**src/rtl/snake_input_ctrl_if.sv**
```systemverilog
// Button inputs, halt and heading/step outputs of the snake input controller.
// Master drives the buttons and halt; the controller is the slave.
interface snake_input_ctrl_if;
    logic       BtnU;
    logic       BtnD;
    logic       BtnL;
    logic       BtnR;
    logic       BtnC;
    logic       halt;
    logic [1:0] dir;
    logic       step;
    logic       paused;
    logic       pend_valid;

    modport master (
        output BtnU, BtnD, BtnL, BtnR, BtnC, halt,
        input  dir, step, paused, pend_valid
    );

    modport slave (
        input  BtnU, BtnD, BtnL, BtnR, BtnC, halt,
        output dir, step, paused, pend_valid
    );
endinterface

```
**src/rtl/snake_input_ctrl.sv**
```systemverilog
// Debounces the board buttons, queues heading changes, owns pause and emits the game step strobe.
// Latency: a held button becomes a press DB_CYCLES+3 edges after first sampling; requests apply on the next step.
// No backpressure: inputs are sampled every cycle and step is a one-cycle strobe the core must take.
module snake_input_ctrl #(
    parameter logic [19:0] DB_CYCLES   = 20'd1000000,
    parameter logic [25:0] TICK_CYCLES = 26'd25000000
) (
    input  logic              board_clk,
    input  logic              reset,
    snake_input_ctrl_if.slave io
);
    localparam logic [19:0] DB_LAST   = DB_CYCLES - 20'd1;
    localparam logic [25:0] TICK_LAST = TICK_CYCLES - 26'd1;
    localparam int BU = 0;
    localparam int BD = 1;
    localparam int BL = 2;
    localparam int BR = 3;
    localparam int BC = 4;

    logic [4:0]       btn_raw;
    logic [4:0]       s1_q, s1_d, s2_q, s2_d;
    logic [4:0]       stab_q, stab_d, stab_r_q, stab_r_d, stab_rr_q, stab_rr_d;
    logic [4:0]       press_q, press_d;
    logic [4:0][19:0] cnt_q, cnt_d;
    logic [25:0]      tcnt_q, tcnt_d;
    logic             step_q, step_d;
    logic             paused_q, paused_d;
    logic             pend_vld_q, pend_vld_d;
    logic [1:0]       dir_q, dir_d;
    logic [1:0]       pend_q, pend_d;
    logic             req_vld;
    logic [1:0]       req_dir;
    logic             req_ok;
    logic             running;

    assign btn_raw = {io.BtnC, io.BtnR, io.BtnL, io.BtnD, io.BtnU};

    always_comb begin
        s1_d   = btn_raw;
        s2_d   = s1_q;
        stab_d = stab_q;
        cnt_d  = cnt_q;
        for (int b = 0; b < 5; b++) begin
            if (s2_q[b] != stab_q[b]) begin
                if (cnt_q[b] == DB_LAST) begin
                    stab_d[b] = s2_q[b];
                    cnt_d[b]  = '0;
                end else begin
                    cnt_d[b] = cnt_q[b] + 20'd1;
                end
            end else begin
                cnt_d[b] = '0;
            end
        end
        // Extra retiming stage places the press pulse DB_CYCLES+3 edges after the input is first sampled.
        stab_r_d  = stab_q;
        stab_rr_d = stab_r_q;
        press_d   = stab_r_q & ~stab_rr_q;
    end

    always_comb begin
        req_vld = |press_q[BR:BU];
        req_dir = 2'b11;
        if (press_q[BU]) begin
            req_dir = 2'b00;
        end else if (press_q[BD]) begin
            req_dir = 2'b01;
        end else if (press_q[BL]) begin
            req_dir = 2'b10;
        end
        // Heading codes pair up so that flipping bit 0 gives the opposite heading.
        req_ok = req_vld && (req_dir != dir_q) && (req_dir != (dir_q ^ 2'b01));
    end

    always_comb begin
        running    = ~paused_q & ~io.halt;
        tcnt_d     = tcnt_q;
        step_d     = 1'b0;
        dir_d      = dir_q;
        pend_d     = pend_q;
        pend_vld_d = pend_vld_q;
        paused_d   = paused_q;

        if (running) begin
            if (tcnt_q == TICK_LAST) begin
                tcnt_d = '0;
                step_d = 1'b1;
                if (pend_vld_q) begin
                    dir_d      = pend_q;
                    pend_vld_d = 1'b0;
                end
            end else begin
                tcnt_d = tcnt_q + 26'd1;
            end
        end else begin
            tcnt_d = '0;
        end

        // A request landing on a step edge must survive that step, so it is applied after the step.
        if (req_ok) begin
            pend_d     = req_dir;
            pend_vld_d = 1'b1;
        end

        if (io.halt) begin
            paused_d = 1'b1;
        end else if (press_q[BC]) begin
            paused_d = ~paused_q;
            if (!paused_q) begin
                tcnt_d = '0;
            end
        end
    end

    always_ff @(posedge board_clk) begin
        if (reset) begin
            s1_q       <= '0;
            s2_q       <= '0;
            stab_q     <= '0;
            stab_r_q   <= '0;
            stab_rr_q  <= '0;
            press_q    <= '0;
            cnt_q      <= '0;
            tcnt_q     <= '0;
            step_q     <= 1'b0;
            paused_q   <= 1'b1;
            pend_vld_q <= 1'b0;
            dir_q      <= 2'b11;
            pend_q     <= 2'b00;
        end else begin
            s1_q       <= s1_d;
            s2_q       <= s2_d;
            stab_q     <= stab_d;
            stab_r_q   <= stab_r_d;
            stab_rr_q  <= stab_rr_d;
            press_q    <= press_d;
            cnt_q      <= cnt_d;
            tcnt_q     <= tcnt_d;
            step_q     <= step_d;
            paused_q   <= paused_d;
            pend_vld_q <= pend_vld_d;
            dir_q      <= dir_d;
            pend_q     <= pend_d;
        end
    end

    assign io.dir        = dir_q;
    assign io.step       = step_q;
    assign io.paused     = paused_q;
    assign io.pend_valid = pend_vld_q;
endmodule

```
**src/flat_wrapper.sv**
```systemverilog
// flat-port wrapper written by rule: the top's interface ports become plain ports
module snake_input_ctrl_flat 
#(
    parameter logic [19:0] DB_CYCLES   = 20'd1000000,
    parameter logic [25:0] TICK_CYCLES = 26'd25000000
)
  (board_clk, reset, io_BtnU, io_BtnD, io_BtnL, io_BtnR, io_BtnC, io_halt, io_dir, io_step, io_paused, io_pend_valid);
  snake_input_ctrl_if io_i ();
  input  logic board_clk;
  input  logic reset;
  input wire logic [$bits(io_i.BtnU)-1:0] io_BtnU;
  input wire logic [$bits(io_i.BtnD)-1:0] io_BtnD;
  input wire logic [$bits(io_i.BtnL)-1:0] io_BtnL;
  input wire logic [$bits(io_i.BtnR)-1:0] io_BtnR;
  input wire logic [$bits(io_i.BtnC)-1:0] io_BtnC;
  input wire logic [$bits(io_i.halt)-1:0] io_halt;
  output wire logic [$bits(io_i.dir)-1:0] io_dir;
  output wire logic [$bits(io_i.step)-1:0] io_step;
  output wire logic [$bits(io_i.paused)-1:0] io_paused;
  output wire logic [$bits(io_i.pend_valid)-1:0] io_pend_valid;
  assign io_i.BtnU = io_BtnU;
  assign io_i.BtnD = io_BtnD;
  assign io_i.BtnL = io_BtnL;
  assign io_i.BtnR = io_BtnR;
  assign io_i.BtnC = io_BtnC;
  assign io_i.halt = io_halt;
  assign io_dir = io_i.dir;
  assign io_step = io_i.step;
  assign io_paused = io_i.paused;
  assign io_pend_valid = io_i.pend_valid;
  snake_input_ctrl #(.DB_CYCLES(DB_CYCLES), .TICK_CYCLES(TICK_CYCLES)) u_core (.board_clk(board_clk), .reset(reset), .io(io_i));
endmodule
```
**config.mk**
```make
export PLATFORM = sky130hd
export DESIGN_NAME = snake_input_ctrl_flat
export DESIGN_NICKNAME = d
export VERILOG_FILES = /design/src/rtl/snake_input_ctrl_if.sv /design/src/rtl/snake_input_ctrl.sv /design/src/flat_wrapper.sv
export SDC_FILE = /design/constraint.sdc
export NUM_CORES = 1
export LEC_CHECK = 0
export BUFFER_PORTS_ARGS = -buffer_cell sky130_fd_sc_hd__buf_2
export CORE_MARGIN = 10
export CORE_UTILIZATION = 35
export CTS_CLUSTER_DIAMETER = 30
export DETAILED_ROUTE_END_ITERATION = 10
export GPL_ROUTABILITY_DRIVEN = 0
export PLACE_DENSITY = 0.48
export SETUP_SLACK_MARGIN = 0.5
export SYNTH_ARGS = -nofsm -noshare
export SYNTH_HDL_FRONTEND = slang
export SYNTH_SLANG_ARGS = --single-unit
```
**constraint.sdc**
```tcl
create_clock -name board_clk -period 4.88 [get_ports board_clk]
set_clock_uncertainty 0.2 [all_clocks]
set_input_delay 0.976 -clock board_clk [delete_from_list [all_inputs] [get_ports board_clk]]
set_output_delay 0.976 -clock board_clk [all_outputs]
set_load 0.05 [all_outputs]
```
==> impl_metrics.yaml, run 1 <==
grt:
  grt_pass1_wl_um: 24300
  use_met1_pct: 13.3
  busiest_layer: "met2"
  antenna_found_initial: 0
  grt_max_degree: 43
  gr-usage-met2_pct: 17.9
  track_usage_pct: 10.8
  met3_usage_pct: 3.31
  overflow: 0
  grt_pass1_vias: 5339
critical_path:
  cp_data_arrival_time_ns: 2.60
  cp_max_fo: 19
  cp.required_ns: 4.95
  worst-path-buf-inv: 0
  slowest_delay_ns: 0.65
  end_kind: "register"
  critPathKind: "reg2reg"
  startpoint_type: "register"
  path_cells: "ha_1 -> nand4_1 -> or4_1 -> o21ai_2 -> nor2_1"
  cp_top_family: "simple AND/OR/NAND/NOR gates"
  critical_path.slowest_cell: "o21ai_2"
timing:
  setup_tns_ns: 0
  finalCriticalPeriod_ns: 2.54
  grt_setup_unrepaired: "false"
  finalSetupViolCount: 0
  finalCritPeriodShare_pct: 52.0
  hold_violations: 0
  worst_slew_pin_slew_ns: 0.987
  relSlewSlack_pct: 34.2
  timing.fmax_ghz: 0.394
  slew_violations: 0
floorplanning:
  fp.dieH_um: 162
  boundaryPins: 13
  fp.dieW_um: 162
  rows: 52
  start_util_pct: 35.3
  dieArea_um2: 26400
  core_area_um2: 20100
clock_network:
  ctsHtreeMaxLevel: 4
  clock_sinks: 163
  clk_pin_slew_ns: 0.06
  cts_tree: "yes"
  clock_latency_ns: 0.42
  numCtsBuffers: 17
  post_cts_buffers: 0
  ctsResizeCount: 0
  cts_hold_buf: 0
  ctsRootBufferMaster: "clkbuf_16"
  clock_path_buffers: 2
power:
  vdd_drop_max_uv: 217
  leakagePower_nw: 2.29
  powerDensity_nw_per_um2: 338
routing:
  via_per_inst: 5.15
  drt_iter0_drc: 161
  drc: 0
  wirelength_um: 14000
  wire_per_inst_um: 12.8
  firstDrtPassIters: 4
  drtAntennaViolNets: 0
  via_count: 5639
place:
  dp_hpwl_um: 9590
  placed_area_um2: 7440
  numPortBuffers: 12
logic_synthesis:
  ys_types: 48
  ys_async_sr_fraction_pct: 0
  ys_seq_elements: 163
  avgSynthCellArea_um2: 8.85
  yosysSeqAreaShare_pct: 45.9
  syn_inst: 803
  yosys_warnings: 0
  synth_top_flop_cell: "dfxtp_1"
  synth_edf_count: 0
  syn-cell-area_um2: 7110
  postSynthNetCount: 818
finish:
  final_net_count: 828
  final_area_um2: 8040
  syn2layout_area_growth_pct: 13.2
  antennaDiodeCount: 0
  drive_gt1_share_pct: 8.00
status:
  status: "finished clean"
hold_path:
  hp-class: "reg2reg"
flow_run:
  drv_cap: 0
[metrics by stage]
step / setup WS [ns] / utilization, % / hold slack (ns) / power [mW] / std cells
after floorplan: 2.32 / - / 0.167 / 1.38 / 803
after detailed placement: 2.01 / 37.0 / 0.175 / 1.39 / 1064
after global routing: 2.12 / 40.0 / 0.195 / 2.82 / 1095
final: 2.34 / 40.0 / 0.178 / 2.72 / 1095
after CTS: 2.28 / 40.0 / 0.183 / 2.76 / 1095
after global placement: 2.13 / 37.0 / 0.172 / 1.39 / 1064
[Yosys cell counts (all sizes together), types with 9 or more instances]
cell | count | area [um2]
o31ai | 19 | 143
xnor2 | 46 | 403
nand2 | 42 | 158
a21oi | 39 | 195
or3 | 34 | 213
nor4 | 16 | 100
a211oi | 14 | 125
o21ai | 35 | 179
clkbuf | 24 | 90.1
nand3 | 52 | 283
nor2b | 25 | 156
xor2 | 27 | 236
dfxtp | 163 | 3260
nand4 | 24 | 150
nor3 | 36 | 185
inv | 34 | 128
nor2 | 72 | 270
or4 | 31 | 241
and3 | 9 | 56.3
[report_power, final]
part / internal [mW] / leakage (nW) / total [mW] / switching [mW]
clock: 0.848 / 0.297 / 1.35 / 0.507
sequential: 1.34 / 1.31 / 1.34 / 0.00263
combinational: 0.00838 / 0.680 / 0.0241 / 0.0157
[per-layer routing]
metal	vias up	share of wire [%]
met5	-	0
met4	0	1.1
met3	14	3.1
met2	47	46
met1	2662	50
li1	2916	-
[cells in the final DEF (no fill, tap or decap), types with 3 or more instances in the layout]
master,n
a211oi_2,4
a21oi_1,39
nand3_1,49
nor4b_1,6
clkbuf_1,4
o21ai_1,4
a211oi_1,10
ha_1,7
or2_2,5
dfxtp_1,163
nor3b_1,8
and3_1,9
nand2_1,42
inv_1,34
clkbuf_8,7
and2_1,3
xnor2_1,46
or4_1,28
buf_4,6
nor4_1,16
nand4b_1,4
o21a_1,3
and4_1,6
clkbuf_16,17
o31ai_1,19
nor3_1,35
nand4_1,24
buf_2,12
or3_1,34
nor2b_1,25
nor2_1,72
xor2_1,27
o21ai_0,30
[registers in the layout, indices dropped and copies added (netlist names), 5 cells and up]
register / cells
u_core.s1_q: 5
u_core.cnt_q: 100
u_core.tcnt_q: 26
u_core.press_q: 5
u_core.stab_rr_q: 5
u_core.stab_r_q: 5
u_core.stab_q: 5
u_core.s2_q: 5
[cell families after synthesis]
logic type               synth area share, %
XOR/XNOR                                9.00
adder cells (fa/ha/maj)                 1.23
AND/OR/NAND/NOR                         29.7
AO/OA/AOI/OAI                           10.8
buffers and inverters                   3.29
flip-flops                              45.9
[worst reg2reg max path, stage by stage (launching register included)]
cell     delay [ns]
dfxtp_1        0.37
ha_1           0.24
nand4_1        0.20
or4_1          0.62
o21ai_2        0.65
nor2_1         0.12
[worst paths after layout]
path,start,to,slack (ns),depth (start not counted)
worst max-delay path,u_core.cnt_q[0]$_SDFF_PP0_,u_core.cnt_q[9]$_SDFF_PP0_,2.34,5
worst min register to register,u_core.stab_rr_q[3]$_SDFF_PP0_,u_core.press_q[3]$_SDFF_PP0_,0.18,1
worst max register to register,u_core.cnt_q[0]$_SDFF_PP0_,u_core.cnt_q[9]$_SDFF_PP0_,2.34,5
worst min-delay path,u_core.stab_rr_q[3]$_SDFF_PP0_,u_core.press_q[3]$_SDFF_PP0_,0.18,1
[area by class of cell]
type	instances	area, um2
repair buffers	18	105
well taps	270	338
flip-flops and latches	163	3260
multi-input cells	579	3610
inverters	34	128
clock buffers	28	537
fillers	1973	12100
clock inverters	3	65.1
(Power assumes the default switching activity.)
==> run 2: changes to the inputs <==
--- a/config.mk
+++ b/config.mk
@@ -5,13 +5,14 @@
 export SDC_FILE = /design/constraint.sdc
 export NUM_CORES = 1
 export LEC_CHECK = 0
+export ABC_AREA = 1
 export BUFFER_PORTS_ARGS = -buffer_cell sky130_fd_sc_hd__buf_2
 export CORE_MARGIN = 10
 export CORE_UTILIZATION = 35
 export CTS_CLUSTER_DIAMETER = 30
 export DETAILED_ROUTE_END_ITERATION = 10
 export GPL_ROUTABILITY_DRIVEN = 0
-export PLACE_DENSITY = 0.48
+export PLACE_DENSITY = 0.5
 export SETUP_SLACK_MARGIN = 0.5
 export SYNTH_ARGS = -nofsm -noshare
 export SYNTH_HDL_FRONTEND = slang
==> constraint.sdc (replaced) <==
create_clock -name board_clk -period 2.1 [get_ports board_clk]
set_clock_uncertainty 0.2 [all_clocks]
set_input_delay 0.42 -clock board_clk [delete_from_list [all_inputs] [get_ports board_clk]]
set_output_delay 0.42 -clock board_clk [all_outputs]
set_load 0.05 [all_outputs]
==> run 2 against run 1 <==
  * Register-to-register slack lost 1.9 ns
  * Maximum frequency grew 49%
  * Final area grew 32%
  * Die area grew 7.2%
  * Worst setup slack lost 1.9 ns
  * Critical path type unchanged
  * Clock power grew 140%
  * Core utilization grew 8.7 points
  * Wire length grew 34%
==> impl_metrics.yaml, run 2 <==
logic_synthesis:
  synthTopCellsByArea: "dfxtp_1, nand2_1, nor2_1"
  synth_top_area_cell: "dfxtp_1"
  yosysSeqAreaShare_pct: 42.4
  postSynthNetCount: 1123
  netlist_top_cells_count: "nand2_1, nor2_1, dfxtp_1"
  ys_types: 33
  ys_async_sr_fraction_pct: 0
  synth_top_flop_cell: "dfxtp_1"
  yosys_warnings: 0
  syn_inst: 1108
  syn-cell-area_um2: 7690
  yosysMostFrequentCell: "nand2_1"
  avgSynthCellArea_um2: 6.94
  synth_edf_count: 0
  synth_top_cell_area_share_pct: 42.4
  ys_seq_elements: 163
hold_path:
  hold_start: "io_BtnR"
  holdPathEnd: "u_core.s1_q[3]$_SDFF_PP0_"
  holdPathStages: 3
  hp-class: "in2reg"
routing:
  drc: 0
  drt_iter0_drc: 381
  drtAntennaViolNets: 0
  wire_per_inst_um: 12.5
  wirelength_um: 18700
  firstDrtPassIters: 4
  via_count: 7027
  via_per_inst: 4.71
finish:
  largestRegisters: "u_core.cnt_q x100, u_core.tcnt_q x26"
  final_common_cell: "nand2_1"
  fillers: 2090
  mostFrequentLayoutCells: "nand2_1, nor2_1, inv_1, dfxtp_1, buf_4"
  syn2layout_area_growth_pct: 37.7
  multi_input_area_um2: 5010
  antennaDiodeCount: 0
  drive_gt1_share_pct: 33.0
  largest_register_ffs: 100
  top_register: "u_core.cnt_q"
  final_net_count: 1215
  register_area_um2: 3370
place:
  place_ws_ns: 0.168
  numPortBuffers: 12
  dp_hpwl_um: 11400
clock_network:
  ctsRootBufferMaster: "clkbuf_16"
  ctsHtreeMaxLevel: 4
  numCtsBuffers: 17
  clock_latency_ns: 0.43
  clock_sinks: 163
  clock_path_buffers: 2
  cts_tree: "yes"
  clk_pin_slew_ns: 0.06
flow_run:
  drv_cap: 0
floorplanning:
  dieArea_um2: 28300
  fp.dieW_um: 168
  fp.dieH_um: 168
  core_area_um2: 21800
  rows: 54
  boundaryPins: 13
  start_util_pct: 35.4
power:
  powerDensity_nw_per_um2: 613
  internal_power_mw: 5.16
  leakagePower_nw: 3.59
  clkPwrFrac_pct: 50.7
  switching_share_pct: 20.5
  p_comb_share_pct: 1.7
  vdd_drop_max_uv: 492
  p_seq_share_pct: 47.6
  finalPower_mw: 6.49
  p_switching_mw: 1.33
grt:
  track_usage_pct: 12.8
  grt_pass1_vias: 6655
  overflow: 0
  grt_max_degree: 21
  grt_pass1_wl_um: 30800
  antenna_found_initial: 0
timing:
  finalCritPeriodShare_pct: 81.1
  relSlewSlack_pct: 62.5
  fin_ws_ns: 0.398
  slew_violations: 0
  timing.fmax_ghz: 0.587
  hold_violations: 0
  worst_slew_pin_slew_ns: 0.563
  finalCriticalPeriod_ns: 1.70
  setup_tns_ns: 0
  finalSetupViolCount: 0
  grt_setup_unrepaired: "true"
critical_path:
  startpoint_type: "register"
  cp_data_arrival_time_ns: 1.82
  cp.required_ns: 2.22
  cp_max_fo: 7
  critPathKind: "reg2reg"
  r2r_start: "u_core.cnt_q[40]$_SDFF_PP0_"
  end_kind: "register"
  rrSetupSlack_ns: 0.40
  reg2reg_to: "u_core.cnt_q[48]$_SDFF_PP0_"
  ff2ff_path_depth: 8
status:
  status: "finished clean"
==> run 2: cell count changes in the layout (fill, tap and decap cells not counted), sizes merged, moves of 14 or more <==
cell    change
nand2     +219
nor2      +161
inv       +119
buf        +52
xnor2      -36
or3        -34
or4        -31
nor3       +29
nor2b      -25
o31ai      -19
a21oi      +16
nor4       -15
o21ai      -15
a211oi     -14
==> run 2: how the worst max path moves through the flow <==
stage / to / startpoint / slack [ns] / cells after the start
after detailed placement: u_core.cnt_q[32]$_SDFF_PP0_ / reset / 0.17 / 6
after global routing: u_core.cnt_q[42]$_SDFF_PP0_ / u_core.cnt_q[40]$_SDFF_PP0_ / 0.31 / 8
after global placement: u_core.cnt_q[32]$_SDFF_PP0_ / reset / 0.24 / 6
final: u_core.cnt_q[48]$_SDFF_PP0_ / u_core.cnt_q[40]$_SDFF_PP0_ / 0.40 / 8
after floorplan: u_core.cnt_q[56]$_SDFF_PP0_ / u_core.cnt_q[41]$_SDFF_PP0_ / 0.50 / 9
after CTS: u_core.cnt_q[48]$_SDFF_PP0_ / u_core.cnt_q[40]$_SDFF_PP0_ / 0.41 / 8
==> run 2: layout make-up <==
cell class	instances	area share, %
multi-input combinational	791	47.3
sequential	163	31.9
timing repair buffer	74	6.22
inverter	153	5.52
clock buffer	22	4.38
tap	280	3.31
clock inverter	10	1.46
==> run 2: logic make-up after synthesis <==
group                    after synthesis  synth area share (%)
AND/OR/NAND/NOR                      658                  38.1
buffers and inverters                166                  8.83
flip-flops                           163                  42.4
AO/OA/AOI/OAI                         78                  5.37
XOR/XNOR                              36                  4.10
adder cells (fa/ha/maj)                7                  1.14
==> run 2: per-stage QoR <==
step | std cells | hold WS [ns] | util (%) | instance area (um2)
final | 1493 | 0.0212 | 48.7 | 10600
after global routing | 1493 | 0.0233 | 48.7 | 10600
after CTS | 1454 | 0.00805 | 43.5 | 9450
after detailed placement | 1394 | 0.183 | 37.3 | 8120
after global placement | 1394 | 0.178 | 37.3 | 8120
after floorplan | 1108 | 0.173 | - | 7770
==> run 2: power by group through the flow <==
stage                     sequential [mW]  combinational [mW]  clock, mW
final                                3.09               0.112       3.29
after detailed placement             3.18              0.0638          0
after global placement               3.18              0.0640          0
after floorplan                      3.18              0.0438          0
after CTS                            3.10              0.0928       3.39
after global routing                 3.09               0.124       3.52
==> run 2: critical path, stage by stage (launching register included) <==
cell and delay, ns:
dfxtp_4 0.36, ha_4 0.15, nand2_4 0.06, nor2_4 0.12
nand3_4 0.10, nor2_4 0.13, nand3_4 0.22, nand2_4 0.20
nor2_1 0.05
==> run 2: metal layers <==
metal  track usage [%]  part of all wire (%)  vias up
li1                  -                     -     3697
met1              15.7                    47     3249
met2              21.4                    49       66
met3              3.31                   2.5       15
met4              3.63                   1.1        0
met5                 0                     0        -
==> run 2: timing repair <==
item | CTS | global route
endpoints found under the setup margin | 129 | 138
gates cloned | 13 | 3
pin swaps | 32 | 75
hold buffers | 2 | 0
buffers inserted | 13 | 36
gates resized for setup | 110 | 235
hold endpoints to repair | 2 | 0
